[src/rtl/lut_serial_loader_if.sv]
// Handshake and serial-line bundle between a table source and lut_serial_loader.
interface lut_serial_loader_if #(
    parameter int OUT_WIDTH = 4
);
    logic                 start;
    logic                 abort;
    logic                 in_valid;
    logic [OUT_WIDTH-1:0] in_data;
    logic                 in_ready;
    logic                 sdo;
    logic                 cs_n_o;
    logic                 busy;
    logic                 done;
    logic [OUT_WIDTH-1:0] checksum;

    modport master (
        output start, abort, in_valid, in_data,
        input  in_ready, sdo, cs_n_o, busy, done, checksum
    );

    modport slave (
        input  start, abort, in_valid, in_data,
        output in_ready, sdo, cs_n_o, busy, done, checksum
    );
endinterface

[src/rtl/lut_serial_loader.sv]
// Serialises 2**IN_WIDTH table words MSB-first into a serial-load LUT shift register.
// Define LUT_LOADER_CHECKSUM_EN to build the XOR accumulator behind the checksum port.
module lut_serial_loader #(
    parameter int IN_WIDTH  = 4,
    parameter int OUT_WIDTH = 4
) (
    input logic              clk,
    input logic              rst_n,
    lut_serial_loader_if.slave bus
);
    localparam int ENTRIES = 2 ** IN_WIDTH;
    localparam int BW      = (OUT_WIDTH > 1) ? $clog2(OUT_WIDTH) : 1;

    typedef enum logic [1:0] {S_IDLE, S_WAIT, S_SHIFT, S_DONE} state_t;

    state_t               r_state;
    state_t               w_next;
    logic [OUT_WIDTH-1:0] r_shreg;
    logic [BW-1:0]        r_bit_cnt;
    logic [IN_WIDTH-1:0]  r_word_cnt;
    logic                 r_sdo;
    logic                 r_cs_n;
    logic                 w_in_ready;
    logic                 w_busy;
    logic                 w_done;
    logic                 w_accept;
    logic                 w_last_bit;
    logic                 w_last_word;

    assign w_accept    = (r_state == S_WAIT) && bus.in_valid;
    assign w_last_bit  = (r_bit_cnt == BW'(OUT_WIDTH - 1));
    assign w_last_word = (r_word_cnt == IN_WIDTH'(ENTRIES - 1));

    always_ff @(posedge clk or negedge rst_n) begin
        if (!rst_n) r_state <= S_IDLE;
        else        r_state <= w_next;
    end

    always_comb begin
        w_next = r_state;
        if (bus.abort) begin
            w_next = S_IDLE;
        end else begin
            case (r_state)
                S_IDLE:  if (bus.start) w_next = S_WAIT;
                S_WAIT:  if (w_accept)  w_next = S_SHIFT;
                S_SHIFT: if (w_last_bit) w_next = w_last_word ? S_DONE : S_WAIT;
                S_DONE:  w_next = S_IDLE;
                default: w_next = S_IDLE;
            endcase
        end
    end

    always_comb begin
        w_in_ready = (r_state == S_WAIT);
        w_busy     = (r_state != S_IDLE);
        w_done     = (r_state == S_DONE);
    end

    // The serial line leads the LUT by one edge: bit k is driven on edge Ek and sampled on Ek+1.
    always_ff @(posedge clk or negedge rst_n) begin
        if (!rst_n) begin
            r_shreg    <= '0;
            r_bit_cnt  <= '0;
            r_word_cnt <= '0;
            r_sdo      <= 1'b0;
            r_cs_n     <= 1'b1;
        end else if (bus.abort) begin
            r_sdo  <= 1'b0;
            r_cs_n <= 1'b1;
        end else begin
            case (r_state)
                S_IDLE: if (bus.start) r_word_cnt <= '0;
                S_WAIT: begin
                    if (w_accept) begin
                        r_sdo     <= bus.in_data[OUT_WIDTH-1];
                        r_shreg   <= bus.in_data << 1;
                        r_bit_cnt <= '0;
                        r_cs_n    <= 1'b0;
                    end
                end
                S_SHIFT: begin
                    r_sdo     <= r_shreg[OUT_WIDTH-1];
                    r_shreg   <= r_shreg << 1;
                    r_bit_cnt <= r_bit_cnt + 1'b1;
                    if (w_last_bit) begin
                        r_cs_n <= 1'b1;
                        // Hold at the last index so the count never wraps inside a session.
                        if (!w_last_word) r_word_cnt <= r_word_cnt + 1'b1;
                    end
                end
                default: ;
            endcase
        end
    end

`ifdef LUT_LOADER_CHECKSUM_EN
    logic [OUT_WIDTH-1:0] r_checksum;

    always_ff @(posedge clk or negedge rst_n) begin
        if (!rst_n)                                  r_checksum <= '0;
        else if (bus.abort)                          r_checksum <= r_checksum;
        else if ((r_state == S_IDLE) && bus.start)   r_checksum <= '0;
        else if (w_accept)                           r_checksum <= r_checksum ^ bus.in_data;
    end

    assign bus.checksum = r_checksum;
`else
    assign bus.checksum = '0;
`endif

    assign bus.in_ready = w_in_ready;
    assign bus.busy     = w_busy;
    assign bus.done     = w_done;
    assign bus.sdo      = r_sdo;
    assign bus.cs_n_o   = r_cs_n;
endmodule

[src/flat_wrapper.sv]
// flat-port wrapper written by rule: the top's interface ports become plain ports
module lut_serial_loader_flat 
#(
    parameter int IN_WIDTH  = 4,
    parameter int OUT_WIDTH = 4
)
  (clk, rst_n, bus_start, bus_abort, bus_in_valid, bus_in_data, bus_in_ready, bus_sdo, bus_cs_n_o, bus_busy, bus_done, bus_checksum);
  lut_serial_loader_if #(.OUT_WIDTH(OUT_WIDTH)) bus_i ();
  input logic clk;
  input logic rst_n;
  input wire logic [$bits(bus_i.start)-1:0] bus_start;
  input wire logic [$bits(bus_i.abort)-1:0] bus_abort;
  input wire logic [$bits(bus_i.in_valid)-1:0] bus_in_valid;
  input wire logic [$bits(bus_i.in_data)-1:0] bus_in_data;
  output wire logic [$bits(bus_i.in_ready)-1:0] bus_in_ready;
  output wire logic [$bits(bus_i.sdo)-1:0] bus_sdo;
  output wire logic [$bits(bus_i.cs_n_o)-1:0] bus_cs_n_o;
  output wire logic [$bits(bus_i.busy)-1:0] bus_busy;
  output wire logic [$bits(bus_i.done)-1:0] bus_done;
  output wire logic [$bits(bus_i.checksum)-1:0] bus_checksum;
  assign bus_i.start = bus_start;
  assign bus_i.abort = bus_abort;
  assign bus_i.in_valid = bus_in_valid;
  assign bus_i.in_data = bus_in_data;
  assign bus_in_ready = bus_i.in_ready;
  assign bus_sdo = bus_i.sdo;
  assign bus_cs_n_o = bus_i.cs_n_o;
  assign bus_busy = bus_i.busy;
  assign bus_done = bus_i.done;
  assign bus_checksum = bus_i.checksum;
  lut_serial_loader #(.IN_WIDTH(IN_WIDTH), .OUT_WIDTH(OUT_WIDTH)) u_core (.clk(clk), .rst_n(rst_n), .bus(bus_i));
endmodule
[config.mk]
export PLATFORM = sky130hd
export DESIGN_NAME = lut_serial_loader_flat
export DESIGN_NICKNAME = d
export VERILOG_FILES = /design/src/rtl/lut_serial_loader_if.sv /design/src/rtl/lut_serial_loader.sv /design/src/flat_wrapper.sv
export SDC_FILE = /design/constraint.sdc
export NUM_CORES = 1
export LEC_CHECK = 0
export ABC_AREA = 1
export ABC_CLOCK_PERIOD_IN_PS = 1600
export BUFFER_PORTS_ARGS = -buffer_cell sky130_fd_sc_hd__buf_4
export CAP_MARGIN = 20
export CORE_ASPECT_RATIO = 0.6
export CORE_MARGIN = 1
export CORE_UTILIZATION = 34
export CTS_CLUSTER_SIZE = 16
export DETAILED_ROUTE_END_ITERATION = 8
export PLACE_DENSITY = 0.59
export SYNTH_ARGS = -nofsm -noshare
export SYNTH_HDL_FRONTEND = slang
export SYNTH_SLANG_ARGS = --single-unit
[constraint.sdc]
create_clock -name clk -period 1.6 [get_ports clk]
set_input_delay 0.16 -clock clk [delete_from_list [all_inputs] [get_ports clk]]
set_output_delay 0.16 -clock clk [all_outputs]
set_load 0.005 [all_outputs]
==> reports/results.txt, run 1 <==
crit path from: u_core.r_word_cnt[0]$_DFFE_PN0P_
Die X-Extent: 63.8 µm
Setup Crit Path Kind: flop to flop
final hold violations: 0
leakage dissipation: 0.000509 µW
TritonCTS Buffers: 3
detailed placement HPWL: 1260 µm
most area-consuming cells after synthesis: dfrtp_1 39%, nand2_1 17%, o21ai_0 6.4%
maximum fanout count along the critical path: 5
capturing point of the worst reg2reg path: u_core.r_word_cnt[0]$_DFFE_PN0P_
final cycle utilization of the critical path: 0.826
count of input and output buffers: 13
arrival time of the worst setup path: 1.45 ns
filler instances: 201
hold wc startpoint: bus_in_valid
Layout Nets: 137
Setup Viol. Count Final: 0
outcome: complete, no violations
die height: 39.1 µm
Max-cap violations: 0
global-route wire length before repair: 2700 µm
layout-stage area growth over the synthesis result: 21.4%
critical path endpoint category: flop
total wire length after detailed routing: 1610 µm
number of max-slew violations in the final report: 0
#FFs+latches synth: 13
ratio of cells with drive above 1 in the final layout: 0.192
post-CTS setup repair buffer count: 0
via count of the first global-routing pass: 621
synthesized instance count: 109
Placement Rows: 12
pin count of the biggest net entering global routing: 14
minimum setup slack among reg-to-reg paths: 0.28 ns
GPL Wtd Cong: 0.757
initial antenna violation count: 0
achievable frequency: 757 MHz
cell taking the most area after synthesis: dfrtp_1
areal power density over the cells: 1470 mW/mm²
average footprint of a synthesized cell: 7.14 µm²
number of sinks on the clock net: 13
Power Total: 1390 µW
setup TNS: 0 ns
starting DRC count in detailed routing: 14
CP Launch Type: flop
number of DRC violations after detailed routing: 0
I/O pin total: 18
final routed wire length divided by cell count: 10.5 µm
Antenna diodes: 0
drt pass-1 iters: 4
DR vias/cell: 4.44
global routing usage summed across all routing layers: 0.155
overflow left after global routing: 0
CTS tree: yes
root buffer cell: clkbuf_8
worst reg-to-reg path cell count: 6
later-pin clock latency in the skew report: 0.24 ns
clock-pin slew on the worst setup and hold paths: 0.06 ns
min-delay worst type: input pin to flop
routed via count: 680
minimum clock period: 1.32 ns
Hold Path Depth: 3
synth warn: 0
post-synth design cell area: 778 µm²
number of buffers on the longest clock path: 2
WHS Endpoint: u_core.bus.cs_n_o$_DFFE_PN1P_
worst path required time: 1.73 ns
skew final: 0.00551 ns
RSZ-0062 raised after global routing: false
die area: 0.00249 mm²
sequential share of the synthesized area: 0.420
Max VDD drop: 0.678 mV
residual antenna-violating net count after detailed routing: 0
H-Tree Level Count: 1
number of different library cells in the post-synthesis netlist: 22
starting density of the core: 0.390
launch instance of the worst register-to-register path: u_core.r_word_cnt[0]$_DFFE_PN0P_
placeable core region: 0.00200 mm²
area share of the leading cell type in the synthesized netlist: 0.386
layout make-up:
type	instances	area, µm²	share of cell area
multi-input combinational	80	374	0.396
timing repair buffer	15	115	0.122
tap	28	35.0	0.0371
sequential	13	327	0.346
clock buffer	4	45.0	0.0477
inverter	13	48.8	0.0517
synth_stat cells (all sizes together):
| cell type | number |
|---|---|
| buf | 5 |
| ha | 2 |
| dfrtp | 12 |
| nand4 | 1 |
| nand2 | 36 |
| o2bb2ai | 1 |
| xnor2 | 1 |
| nand3 | 5 |
| nor2 | 15 |
| inv | 13 |
| o21bai | 1 |
| dfstp | 1 |
| a21oi | 2 |
| conb | 1 |
| clkbuf | 1 |
| o21ai | 12 |
metrics by stage:
| step | utilization | instance area (µm²) | hold slack (ns) | std cells | worst slack (ns) |
|---|---|---|---|---|---|
| after CTS | 0.473 | 945 | 0.196 | 153 | 0.292 |
| after floorplan | - | 790 | -0.136 | 112 | 0.444 |
| after detailed placement | 0.445 | 890 | 0.0157 | 148 | 0.311 |
| final | 0.473 | 945 | 0.200 | 153 | 0.279 |
| after global routing | 0.473 | 945 | 0.196 | 153 | 0.120 |
| after global placement | 0.445 | 890 | 0.0175 | 148 | 0.314 |
report_power, final:
group / leakage [µW] / switching (µW) / total, µW / internal [µW]
combinational: 0.000317 / 311 / 540 / 228
clock: 0.0000228 / 116 / 292 / 176
sequential: 0.000169 / 101 / 555 / 453
total: 0.000509 / 528 / 1390 / 858
timing repair:
action / in CTS / in global routing
gates resized for setup: 0 / 0
hold endpoints to repair: 13 / 0
hold buffers: 1 / 0
cells by family after synthesis:
logic type | count (synthesis) | synth area share
fa+ha+maj | 2 | 0.0321
buf+inv | 19 | 0.114
simple gates | 57 | 0.302
xor+xnor | 1 | 0.0113
other cells | 1 | 0.00482
compound gates | 16 | 0.116
flops | 13 | 0.420
layer usage:
metal  track usage  up-vias  wire (µm)
met5             0        -          0
met4        0.0852        0         15
met3        0.0647        2        127
met2         0.226       25        599
met1         0.196      290        863
li1              -      363          -
layout by cell type, fill, tap and decap left out, types with 2 or more instances in the layout:
| cell | Yosys | final |
|---|---|---|
| nor2_2 | 3 | 3 |
| nand3_1 | 4 | 4 |
| conb_1 | 1 | 4 |
| clkbuf_8 | 0 | 3 |
| ha_1 | 2 | 2 |
| o21ai_0 | 10 | 10 |
| inv_1 | 12 | 12 |
| o21ai_1 | 2 | 2 |
| nand2_1 | 36 | 36 |
| nor2_1 | 12 | 12 |
| buf_4 | 4 | 14 |
| dfrtp_1 | 12 | 12 |
worst max-delay path by stage:
stage                                       end  slack [ns]  cells past startpoint
2_1_floorplan  u_core.r_word_cnt[2]$_DFFE_PN0P_        0.44                      6
3_3_place_gp   u_core.r_word_cnt[0]$_DFFE_PN0P_        0.31                      6
5_1_grt        u_core.r_word_cnt[0]$_DFFE_PN0P_        0.12                      6
3_5_place_dp   u_core.r_word_cnt[0]$_DFFE_PN0P_        0.31                      6
6_report       u_core.r_word_cnt[0]$_DFFE_PN0P_        0.28                      6
4_1_cts        u_core.r_word_cnt[0]$_DFFE_PN0P_        0.29                      6
flip-flops by register name, indices dropped and copies added (netlist names):
name               flops
u_core.bus.sdo         1
u_core.r_state         2
u_core.r_bit_cnt       2
u_core.bus.cs_n_o      1
u_core.r_shreg         3
u_core.r_word_cnt      4
critical path: stages, from the launching register on:
cell and delay [ns]:
dfrtp_1 0.40, ha_1 0.21, nand3_1 0.11, nor2_1 0.25
nor2_2 0.10, nand2_1 0.07, nand2_1 0.05
No activity file was read; power rests on OpenSTA's default activity.
==> inputs of run 2 (changes only) <==
ABC_CLOCK_PERIOD_IN_PS = 1210   (was 1600)
PLACE_DENSITY = 0.61   (was 0.59)
clock period = 1.21 ns   (was 1.6 ns; I/O delays follow)
==> reports/results.txt, run 2 (synthesis results as in run 1) <==
register name with the most flops: u_core.r_word_cnt
skew final: 0.00537 ns
final core occ: 0.543
global routing usage summed across all routing layers: 0.168
clock-pin slew on the worst setup and hold paths: 0.06 ns
CP Launch Type: flop
global-route wire length before repair: 2990 µm
TritonCTS Buffers: 3
arrival time of the worst setup path: 1.07 ns
commonest cells after routing, fill and taps aside: 35 x nand2_1, 23 x buf_4, 12 x inv_1, 10 x dfrtp_1, 7 x nor2_1
dpl ws: -0.0382 ns
CTS tree: yes
Max VDD drop: 0.891 mV
die area: 0.00249 mm²
die height: 39.1 µm
GR met3 Demand/Resource: 0.0618
total wire length after detailed routing: 1800 µm
number of cells in the finished layout apart from fillers: 162
leakage dissipation: 0.000557 µW
Setup Crit Path Kind: flop to primary output
Top Registers: u_core.r_word_cnt (4), u_core.r_shreg (3)
count of input and output buffers: 13
H-Tree Level Count: 1
Die X-Extent: 63.8 µm
met2 track demand over resource in global routing: 0.247
Max-cap violations: 0
setup TNS: 0 ns
met1 Use GR: 0.234
placeable core region: 0.00200 mm²
DR vias/cell: 4.66
Layout Nets: 146
detailed placement HPWL: 1320 µm
final worst slack: 0.0206 ns
via count of the first global-routing pass: 657
starting density of the core: 0.390
Setup Viol. Count Final: 0
minimum clock period: 1.19 ns
worst path required time: 1.09 ns
Placement Rows: 12
layout-stage area growth over the synthesis result: 39.2%
maximum fanout count along the critical path: 5
number of max-slew violations in the final report: 0
drt pass-1 iters: 4
later-pin clock latency in the skew report: 0.25 ns
final hold violations: 0
routed via count: 755
number of buffers on the longest clock path: 2
initial antenna violation count: 0
areal power density over the cells: 1940 mW/mm²
I/O pin total: 18
critical path endpoint category: primary output
achievable frequency: 841 MHz
RSZ-0062 raised after global routing: true
Power Total: 2100 µW
final routed wire length divided by cell count: 11.1 µm
starting DRC count in detailed routing: 20
overflow left after global routing: 0
Antenna diodes: 0
final cycle utilization of the critical path: 0.983
residual antenna-violating net count after detailed routing: 0
outcome: complete, no violations
flip-flop count of the largest register, all copies and words added: 4
pin count of the biggest net entering global routing: 14
number of DRC violations after detailed routing: 0
number of sinks on the clock net: 13
placed instance count: 154
grt peak-use layer: met2
ratio of cells with drive above 1 in the final layout: 0.358
GPL Wtd Cong: 0.771
leading cell type in the layout, fill and taps excluded: nand2_1
min-delay worst type: input pin to flop
root buffer cell: clkbuf_8
==> run 2: area by class of cell <==
| cell class | count | area, µm² |
|---|---|---|
| clock inverters | 1 | 5.00 |
| fillers | 194 | 913 |
| clock buffers | 3 | 41.3 |
| well taps | 28 | 35.0 |
| multi-input cells | 80 | 442 |
| repair buffers | 24 | 183 |
| inverters | 13 | 48.8 |
| flip-flops and latches | 13 | 329 |
==> run 2: report_power, final <==
part,leakage [µW],total [µW],switching (µW),internal (µW)
clock,0.0000255,398,170,228
sequential,0.000166,729,125,605
combinational,0.000366,978,525,453
==> run 2: critical path: stages (launching register included) <==
cell     delay (ns)
dfrtp_2        0.44
inv_2          0.09
nor2_2         0.04
buf_4          0.14
buf_4          0.12
==> run 2: path summary, 6_finish.rpt <==
check / startpoint / end / slack [ns] / cells after the start
worst max-delay path: u_core.r_state[0]$_DFFE_PN0P_ / bus_in_ready / 0.02 / 4
worst min-delay path: bus_in_data[0] / u_core.r_shreg[1]$_DFFE_PN0P_ / 0.12 / 3
worst max register to register: u_core.r_bit_cnt[0]$_DFFE_PN0P_ / u_core.r_word_cnt[2]$_DFFE_PN0P_ / 0.02 / 7
worst min register to register: u_core.r_bit_cnt[1]$_DFFE_PN0P_ / u_core.r_bit_cnt[1]$_DFFE_PN0P_ / 0.48 / 2
max in group asynchronous: rst_n / u_core.bus.cs_n_o$_DFFE_PN1P_ / 0.71 / 2
min in group asynchronous: rst_n / u_core.r_shreg[3]$_DFFE_PN0P_ / 0.26 / 2
==> run 2: metrics by stage <==
step / hold slack (ns) / cell area, µm²
3_5_place_dp: -0.0164 / 935
4_1_cts: 0.126 / 1000
5_1_grt: 0.175 / 1080
2_1_floorplan: -0.175 / 790
3_3_place_gp: -0.0191 / 935
6_report: 0.121 / 1080
==> run 2: metal layers <==
layer	up-vias	share of wire	wire length [µm]
met1	345	0.54	964
li1	385	-	-
met2	23	0.40	719
met4	0	0.0056	10
met5	-	0	0
met3	2	0.059	107
==> run 2: repair_timing <==
| action | CTS | global route |
|---|---|---|
| endpoints found under the hold margin | 13 | 0 |
| setup buffers | 0 | 3 |
| hold buffers | 1 | 0 |
| cloned | 0 | 0 |
| pin swaps | 0 | 1 |
| gates resized for setup | 5 | 18 |
| setup endpoints to repair | 5 | 13 |
